===== config.mk =====
export PLATFORM = sky130hd
export DESIGN_NAME = arbitro_sumador
export DESIGN_NICKNAME = d
export VERILOG_FILES = /design/src/rtl/arbitro_sumador.sv
export SDC_FILE = /design/constraint.sdc
export NUM_CORES = 1
export LEC_CHECK = 0
export ABC_CLOCK_PERIOD_IN_PS = 1900
export CORE_MARGIN = 2
export CORE_UTILIZATION = 50
export CTS_CLUSTER_DIAMETER = 60
export DETAILED_ROUTE_END_ITERATION = 8
export DONT_BUFFER_PORTS = 1
export GPL_ROUTABILITY_DRIVEN = 1
export GPL_TIMING_DRIVEN = 0
export SLEW_MARGIN = 10
export SYNTH_ARGS = -nofsm -noshare
export SYNTH_HDL_FRONTEND = slang
export SYNTH_SLANG_ARGS = --single-unit

===== constraint.sdc =====
create_clock -name clk -period 1.9 [get_ports clk]
set_input_delay 0.095 -clock clk [delete_from_list [all_inputs] [get_ports clk]]
set_output_delay 0.095 -clock clk [all_outputs]
set_load 0.01 [all_outputs]

===== src/rtl/arbitro_sumador.sv =====
// arbitro_sumador: round-robin arbiter sharing one pipelined adder among four
// requesters. The winner's operands are registered onto dataA/dataB, and a
// {valid, id} tag travels alongside the adder pipeline so that each sum leaves
// on the response port labelled with the requester that issued it.
//
// Ports:
//   clk, reset_L        clock, asynchronous active-low reset
//   req_valid[3:0]      request from requester i on bit i
//   req_dataA/B         operands, requester i on [i*WIDTH +: WIDTH]
//   hold                blocks new grants while 1
//   grant[3:0]          one-hot (or zero) combinational grant
//   dataA, dataB        registered adder operands
//   sum30_dd            adder result, LAT cycles after dataA/dataB
//   rsp_valid, rsp_id   response valid and originating requester
//   rsp_sum             sum30_dd while rsp_valid, otherwise 0
//   busy                registered, 1 while the controller is not idle
//   done_count          responses delivered, modulo 256
module arbitro_sumador #(
    parameter int unsigned WIDTH = 4,
    parameter int unsigned LAT   = 2
) (
    input  logic                 clk,
    input  logic                 reset_L,
    input  logic [3:0]           req_valid,
    input  logic [4*WIDTH-1:0]   req_dataA,
    input  logic [4*WIDTH-1:0]   req_dataB,
    input  logic                 hold,
    output logic [3:0]           grant,
    output logic [WIDTH-1:0]     dataA,
    output logic [WIDTH-1:0]     dataB,
    input  logic [WIDTH-1:0]     sum30_dd,
    output logic                 rsp_valid,
    output logic [1:0]           rsp_id,
    output logic [WIDTH-1:0]     rsp_sum,
    output logic                 busy,
    output logic [7:0]           done_count
);

    localparam int unsigned NREQ   = 4;
    localparam int unsigned IDW    = 2;
    localparam int unsigned STAGES = LAT + 1;

    typedef enum logic [1:0] {
        ST_IDLE   = 2'd0,
        ST_ACTIVE = 2'd1,
        ST_DRAIN  = 2'd2
    } state_t;

    state_t                      state;
    state_t                      state_nx;
    logic [IDW-1:0]              ptr;
    logic [STAGES-1:0]           tag_v;
    logic [STAGES-1:0][IDW-1:0]  tag_id;
    logic [IDW-1:0]              win_idx;
    logic                        win_found;
    logic                        grant_any;
    logic                        tag_any;

    // Rotating-priority search starting at ptr; the index wraps in 2 bits.
    always_comb begin
        win_found = 1'b0;
        win_idx   = '0;
        grant     = '0;
        for (int k = 0; k < NREQ; k++) begin
            if (!win_found && req_valid[ptr + IDW'(k)]) begin
                win_found = 1'b1;
                win_idx   = ptr + IDW'(k);
            end
        end
        if (reset_L && !hold && win_found) begin
            grant[win_idx] = 1'b1;
        end
    end

    assign grant_any = |grant;
    assign tag_any   = |tag_v;

    // Controller next state: track whether work is being issued or drained.
    always_comb begin
        state_nx = state;
        case (state)
            ST_IDLE: begin
                if (grant_any) state_nx = ST_ACTIVE;
            end
            ST_ACTIVE: begin
                if (hold && tag_any)               state_nx = ST_DRAIN;
                else if (!grant_any && !tag_any)   state_nx = ST_IDLE;
            end
            ST_DRAIN: begin
                if (!grant_any && !tag_any)        state_nx = ST_IDLE;
                else if (!hold)                    state_nx = ST_ACTIVE;
            end
            default: state_nx = ST_IDLE;
        endcase
    end

    // State register; busy mirrors the state that is being entered.
    always_ff @(posedge clk or negedge reset_L) begin
        if (!reset_L) begin
            state <= ST_IDLE;
            busy  <= 1'b0;
        end else begin
            state <= state_nx;
            busy  <= (state_nx != ST_IDLE);
        end
    end

    // Operand issue, priority pointer and tag pipeline.
    always_ff @(posedge clk or negedge reset_L) begin
        if (!reset_L) begin
            ptr    <= '0;
            dataA  <= '0;
            dataB  <= '0;
            tag_v  <= '0;
            tag_id <= '0;
        end else begin
            if (grant_any) begin
                ptr   <= win_idx + IDW'(1);
                dataA <= req_dataA[win_idx*WIDTH +: WIDTH];
                dataB <= req_dataB[win_idx*WIDTH +: WIDTH];
            end else begin
                dataA <= '0;
                dataB <= '0;
            end
            tag_v[0]  <= grant_any;
            tag_id[0] <= grant_any ? win_idx : '0;
            for (int k = 1; k < STAGES; k++) begin
                tag_v[k]  <= tag_v[k-1];
                tag_id[k] <= tag_id[k-1];
            end
        end
    end

    // Delivered-response counter, wraps naturally at 8 bits.
    always_ff @(posedge clk or negedge reset_L) begin
        if (!reset_L) begin
            done_count <= '0;
        end else if (rsp_valid) begin
            done_count <= done_count + 8'd1;
        end
    end

    // The last tag stage lines up with sum30_dd; the sum is masked when idle.
    assign rsp_valid = tag_v[STAGES-1];
    assign rsp_id    = tag_id[STAGES-1];
    assign rsp_sum   = rsp_valid ? sum30_dd : '0;

endmodule


==> results.sh, run 1 <==
export IMPL_num_vias=1038
export IMPL_cts_max_path_buffers=2
export IMPL_wl_per_cell_um=17.1
export IMPL_drtPass1Iterations=4
export IMPL_maxSlewViolCount=0
export IMPL_yosysWarnings=0
export IMPL_mostFrequentLayoutCells="dfrtp_1, dlygate4sd3_1, mux2i_1, o22ai_1, xnor2_1"
export IMPL_gp_congestion=0.756
export IMPL_cts_max_level=2
export IMPL_grt_pass1_vias=1117
export IMPL_peakVddDrop_mv=0.708
export IMPL_clkTransAtPathRegs_ns=0.09
export IMPL_skew_ns=0.00485
export IMPL_rsz0062_at_grt="false"
export IMPL_cts_sinks=30
export IMPL_drt_total_wl_um=3140
export IMPL_ctsRootBufferMaster="clkbuf_4"
export IMPL_ys_types=34
export IMPL_fin_ws_ns=0.101
export IMPL_finalSetupViolCount=0
export IMPL_p_leak_nw=0.871
export IMPL_tightest_slew_ns=0.510
export IMPL_die_h_um=56.5
export IMPL_cts_tree="yes"
export IMPL_rows=19
export IMPL_grt_pass1_wl_um=5110
export IMPL_crit_arrival_ns=1.70
export IMPL_ys_ff_latch=30
export IMPL_crit_path_start_kind="flop"
export IMPL_insertion_delay_ns=0.32
export IMPL_critical_path_top_delay_family="flip-flops"
export IMPL_hold_path_class="in -> reg"
export IMPL_critPathBufInv=2
export IMPL_grt_max_degree=31
export IMPL_syn_nets=157
export IMPL_drc=0
export IMPL_grt_usage_pct=21.7
export IMPL_power_density_nw_per_um2=986
export IMPL_worstPathCellList="nand2b_1, a21oi_1, a211oi_2, buf_6, buf_4, nor2_2"
export IMPL_place_ws_ns=0.227
export IMPL_antenna_found_initial=0
export IMPL_start_util_pct=51.4
export IMPL_viasPerCell=5.64
export IMPL_die_area_sq_um=3200
export IMPL_crit_fanout=8
export IMPL_postSynthCellCount=113
export IMPL_ant_nets=0
export IMPL_cp_slowest_stage_delay_ns=0.45
export IMPL_numCtsBuffers=5
export IMPL_nets=196
export IMPL_ys_top_cells_by_area="dfrtp_1, mux2i_1, xnor2_1, o22ai_1, and2_1"
export IMPL_die_w_um=56.5
export IMPL_slew_headroom_pct=65.6
export IMPL_place_hpwl_um=1880
export IMPL_ioPinCount=71
export IMPL_hold_viol=0
export IMPL_synth_area_leader_cell="dfrtp_1"
export IMPL_crit_slowest_cell="dfrtp_2"
export IMPL_ys_seq_area_share_pct=54.4
export IMPL_period_minus_slack_ns=1.80
export IMPL_port_buffers=0
export IMPL_critical_path_required_ns=1.80
export IMPL_max_freq_mhz=556
export IMPL_drive_gt1_share_pct=17.6
export IMPL_status="finished, final reports clean"
export IMPL_criticalPathCategory="reg -> out"
export IMPL_tns_ns=0
export IMPL_drv_cap=0
export IMPL_crit_path_end_kind="output port"
export IMPL_diodes=0
export IMPL_syn_to_final_growth_pct=31.2
export IMPL_synth_top_area_share_pct=54.4
export IMPL_grt_overflow_total=0
export IMPL_syn_area_sq_um=1380
export IMPL_drtIter0Drc=24
export IMPL_min_period_over_period_pct=94.7
export IMPL_core_area_sq_um=2690
export IMPL_avgSynthCellArea_sq_um=12.2
## synthesized netlist by cell type, drive strengths merged
library cell / instances
nor2b: 1
o22ai: 8
xnor2: 6
a211oi: 1
nand2b: 2
nor3b: 1
and3: 4
a21boi: 1
a21oi: 1
mux2: 1
dfrtp: 30
a22oi: 1
mux2i: 17
clkbuf: 1
a211o: 2
nand4: 3
ha: 1
nand3b: 1
o41ai: 1
inv: 2
nor2: 7
or3: 1
nand2: 5
buf: 4
xor2: 2
and2: 5
o21ai: 2
a21o: 1
and2b: 1
## power by group
| group | switching, mW | internal [mW] | leakage (nW) |
|---|---|---|---|
| combinational | 0.215 | 0.259 | 0.445 |
| sequential | 0.168 | 0.756 | 0.391 |
| clock | 0.210 | 0.179 | 0.0353 |
## path summary, 6_finish.rpt
check                                   start         to  slack, ns  cells after the start
worst max register to register         ptr[1]   dataB[0]       0.17                      7
worst max-delay path                   ptr[1]   grant[2]       0.10                      6
min in group asynchronous             reset_L   dataA[1]       0.21                      2
worst min-delay path            req_dataB[13]   dataB[1]       0.01                      2
max in group asynchronous             reset_L     ptr[1]       1.53                      2
worst min register to register      tag_id[3]  rsp_id[1]       0.35                      0
## registers in the layout, indices dropped and copies added, names as in the netlist
register    flops
done_count      8
dataA           4
dataB           4
tag_id          4
tag_v           3
ptr             2
rsp_id          2
state           2
busy            1
## area by class of cell
class	count	area, sq um
Tap cell	31	38.8
Inverter	2	7.51
Buffer	5	41.3
Multi-Input combinational cell	76	586
Sequential cell	30	752
Fill cell	197	876
Clock buffer	7	55.1
Clock inverter	1	5.00
Timing Repair Buffer	32	325
## what timing repair did
item                                    in CTS  in global routing
resized for setup                            3                  1
pin swaps                                    2                  0
hold buffers                                29                  1
endpoints found under the setup margin       2                  1
setup buffers                                2                  0
hold endpoints to repair                    40                  1
## through the flow
stage | cell area, sq um | instances | power [mW] | hold WS (ns) | utilization, %
after floorplan | 1380 | 113 | 1.23 | -0.201 | -
after global placement | 1420 | 144 | 1.29 | -0.200 | 52.8
after detailed placement | 1420 | 144 | 1.32 | -0.200 | 52.8
after CTS | 1800 | 183 | 1.79 | 0.00122 | 67.0
after global routing | 1810 | 184 | 1.90 | 0.00180 | 67.4
final | 1810 | 184 | 1.79 | 0.0127 | 67.4
## metal layers
metal | global-route usage, % | vias to the layer above | wire length (um)
li1 | - | 479 | -
met1 | 23.6 | 488 | 1180
met2 | 37.4 | 61 | 1650
met3 | 6.91 | 10 | 230
met4 | 11.6 | 0 | 82
met5 | 0 | - | 0
## kinds of logic after synthesis
| family | Yosys count | synth area share (%) |
|---|---|---|
| fa+ha+maj | 1 | 0.906 |
| xor+xnor | 8 | 5.08 |
| buf+inv | 7 | 3.54 |
| compound gates | 18 | 9.79 |
| mux | 18 | 13.1 |
| simple gates | 31 | 13.1 |
| flops | 30 | 54.4 |
Note: power is estimated with default switching activity, not from simulation.
==> run 2, diff against run 1 <==
- CELL_PAD_IN_SITES_DETAIL_PLACEMENT: default -> 2
- CELL_PAD_IN_SITES_GLOBAL_PLACEMENT: default -> 2
- CORE_UTILIZATION: 50 -> 36
- PLACE_DENSITY_LB_ADDON: default -> 0.1
==> run 2 against run 1 <==
Net effect:
- utilization fell by 23 points
- hold slack improved by 0.0013 ns
- clock skew rose by 0.0028 ns
- total power rose by 5.9%
- flip-flop and latch count did not move
- maximum frequency fell by 0.19%
- via count fell by 9.8%
- wire length fell by 0.99%
- critical endpoint is now grant[3]
- register-to-register slack improved by 0.04 ns
==> results.sh, run 2 (synthesis results as in run 1) <==
export IMPL_fin_ws_ns=0.0971
export IMPL_port_buffers=0
export IMPL_drtIter0Drc=32
export IMPL_place_ws_ns=0.132
export IMPL_cts_max_level=2
export IMPL_ioPinCount=71
export IMPL_worst_r2r_path_depth=6
export IMPL_diodes=0
export IMPL_place_hpwl_um=2320
export IMPL_finalSetupViolCount=0
export IMPL_crit_arrival_ns=1.71
export IMPL_final_common_cell="dfrtp_1"
export IMPL_maxSlewViolCount=0
export IMPL_drc=0
export IMPL_grt_max_degree=31
export IMPL_nFillCells=377
export IMPL_status="finished, final reports clean"
export IMPL_clkTransAtPathRegs_ns=0.06
export IMPL_drv_cap=0
export IMPL_grt_usage_pct=16.0
export IMPL_crit_path_end_kind="output port"
export IMPL_largest_register_ffs=8
export IMPL_fin_util_pct=43.9
export IMPL_power_frac_seq_pct=49.1
export IMPL_worstSetupStartpoint="ptr[1]"
export IMPL_grt_pass1_wl_um=5000
export IMPL_regMostFlops="done_count"
export IMPL_p_comb_share_pct=23.0
export IMPL_viasPerCell=5.38
export IMPL_wl_per_cell_um=17.9
export IMPL_power_density_nw_per_um2=1180
export IMPL_drtPass1Iterations=4
export IMPL_reg2reg_to="dataB[2]"
export IMPL_p_int_mw=1.28
export IMPL_power_switching_uw=613
export IMPL_cts_tree="yes"
export IMPL_start_util_pct=37.7
export IMPL_die_w_um=65.9
export IMPL_skew_ns=0.00770
export IMPL_antenna_found_initial=0
export IMPL_tightest_slew_ns=0.522
export IMPL_rows=22
export IMPL_peakVddDrop_mv=0.363
export IMPL_power_share_clock_pct=27.9
export IMPL_cts_sinks=30
export IMPL_instances_no_fill=174
export IMPL_die_h_um=65.9
export IMPL_p_sw_share_pct=32.4
export IMPL_nets=169
export IMPL_period_minus_slack_ns=1.80
export IMPL_core_area_sq_um=3660
export IMPL_num_vias=936
export IMPL_r2r_start="ptr[1]"
export IMPL_max_freq_mhz=555
export IMPL_crit_fanout=10
export IMPL_critical_path_required_ns=1.80
export IMPL_numCtsBuffers=5
export IMPL_insertion_delay_ns=0.28
export IMPL_syn_to_final_growth_pct=16.5
export IMPL_hold_path_class="in -> reg"
export IMPL_ant_nets=0
export IMPL_die_area_sq_um=4340
export IMPL_p_leak_nw=0.773
export IMPL_cp_endpoint="grant[3]"
export IMPL_mostFrequentLayoutCells="dfrtp_1, mux2i_1, o22ai_1, xnor2_1, clkbuf_8"
export IMPL_placedCellCount=161
export IMPL_ctsRootBufferMaster="clkbuf_8"
export IMPL_min_period_over_period_pct=94.9
export IMPL_cts_max_path_buffers=2
export IMPL_grt_overflow_total=0
export IMPL_hold_viol=0
export IMPL_grt_pass1_vias=1002
export IMPL_drt_total_wl_um=3110
export IMPL_gp_congestion=0.795
export IMPL_drive_gt1_share_pct=23.8
export IMPL_criticalPathCategory="reg -> out"
export IMPL_crit_path_start_kind="flop"
export IMPL_rrSetupSlack_ns=0.21
export IMPL_slew_headroom_pct=64.8
==> run 2: per-layer routing <==
metal | vias to the layer above | track usage (%) | wire length [um]
met4 | 0 | 8.59 | 75
li1 | 421 | - | -
met5 | - | 0 | 0
met1 | 460 | 18.0 | 1180
met3 | 6 | 5.96 | 270
met2 | 49 | 26.0 | 1590
==> run 2: worst max-delay path: stages (launching register included) <==
cell and delay [ns]:
dfrtp_2 0.45, mux2i_1 0.14, a211oi_2 0.29, buf_6 0.22, and2_4 0.16, and2b_1 0.17
==> run 2: power groups by stage <==
stage	Sequential, mW	Combinational, mW	Clock (mW)
floorplan	0.898	0.333	0
global placement	0.930	0.377	0
detailed placement	0.939	0.400	0
CTS	0.930	0.429	0.556
global route	0.955	0.492	0.581
finish	0.928	0.436	0.528
==> run 2: how the worst min path moves through the flow <==
stage	from	to	slack [ns]	cells past startpoint
5_1_grt	req_dataA[1]	dataA[1]	0.03	2
6_report	req_dataA[1]	dataA[1]	0.01	2
2_1_floorplan	reset_L	busy	-0.20	0
4_1_cts	req_dataA[1]	dataA[1]	0.007	2
3_5_place_dp	reset_L	dataB[1]	-0.20	0
3_3_place_gp	reset_L	dataB[1]	-0.20	0
==> run 2: cell type report <==
cell class | count | area [sq um] | share of cell area (%)
well taps | 48 | 60.1 | 3.74
flip-flops and latches | 30 | 752 | 46.8
inverters | 2 | 7.51 | 0.467
clock inverters | 2 | 12.5 | 0.778
clock buffers | 6 | 82.6 | 5.14
plain buffers | 5 | 41.3 | 2.57
multi-input cells | 76 | 597 | 37.1
repair buffers | 5 | 55.1 | 3.42
==> run 2: timing repair <==
action	CTS	global route
pin swaps	2	1
endpoints found under the setup margin	2	2
endpoints found under the hold margin	32	0
gates resized for setup	3	3
hold buffers	3	0
setup buffers	1	1
==> run 2: through the flow <==
step	TNS (ns)	power, mW	hold WS (ns)	area, sq um
6_report	0	1.89	0.0140	1610
5_1_grt	-0.0209	2.03	0.0307	1610
4_1_cts	0	1.91	0.00703	1590
3_5_place_dp	0	1.34	-0.200	1440
3_3_place_gp	0	1.31	-0.200	1440
2_1_floorplan	0	1.23	-0.201	1380
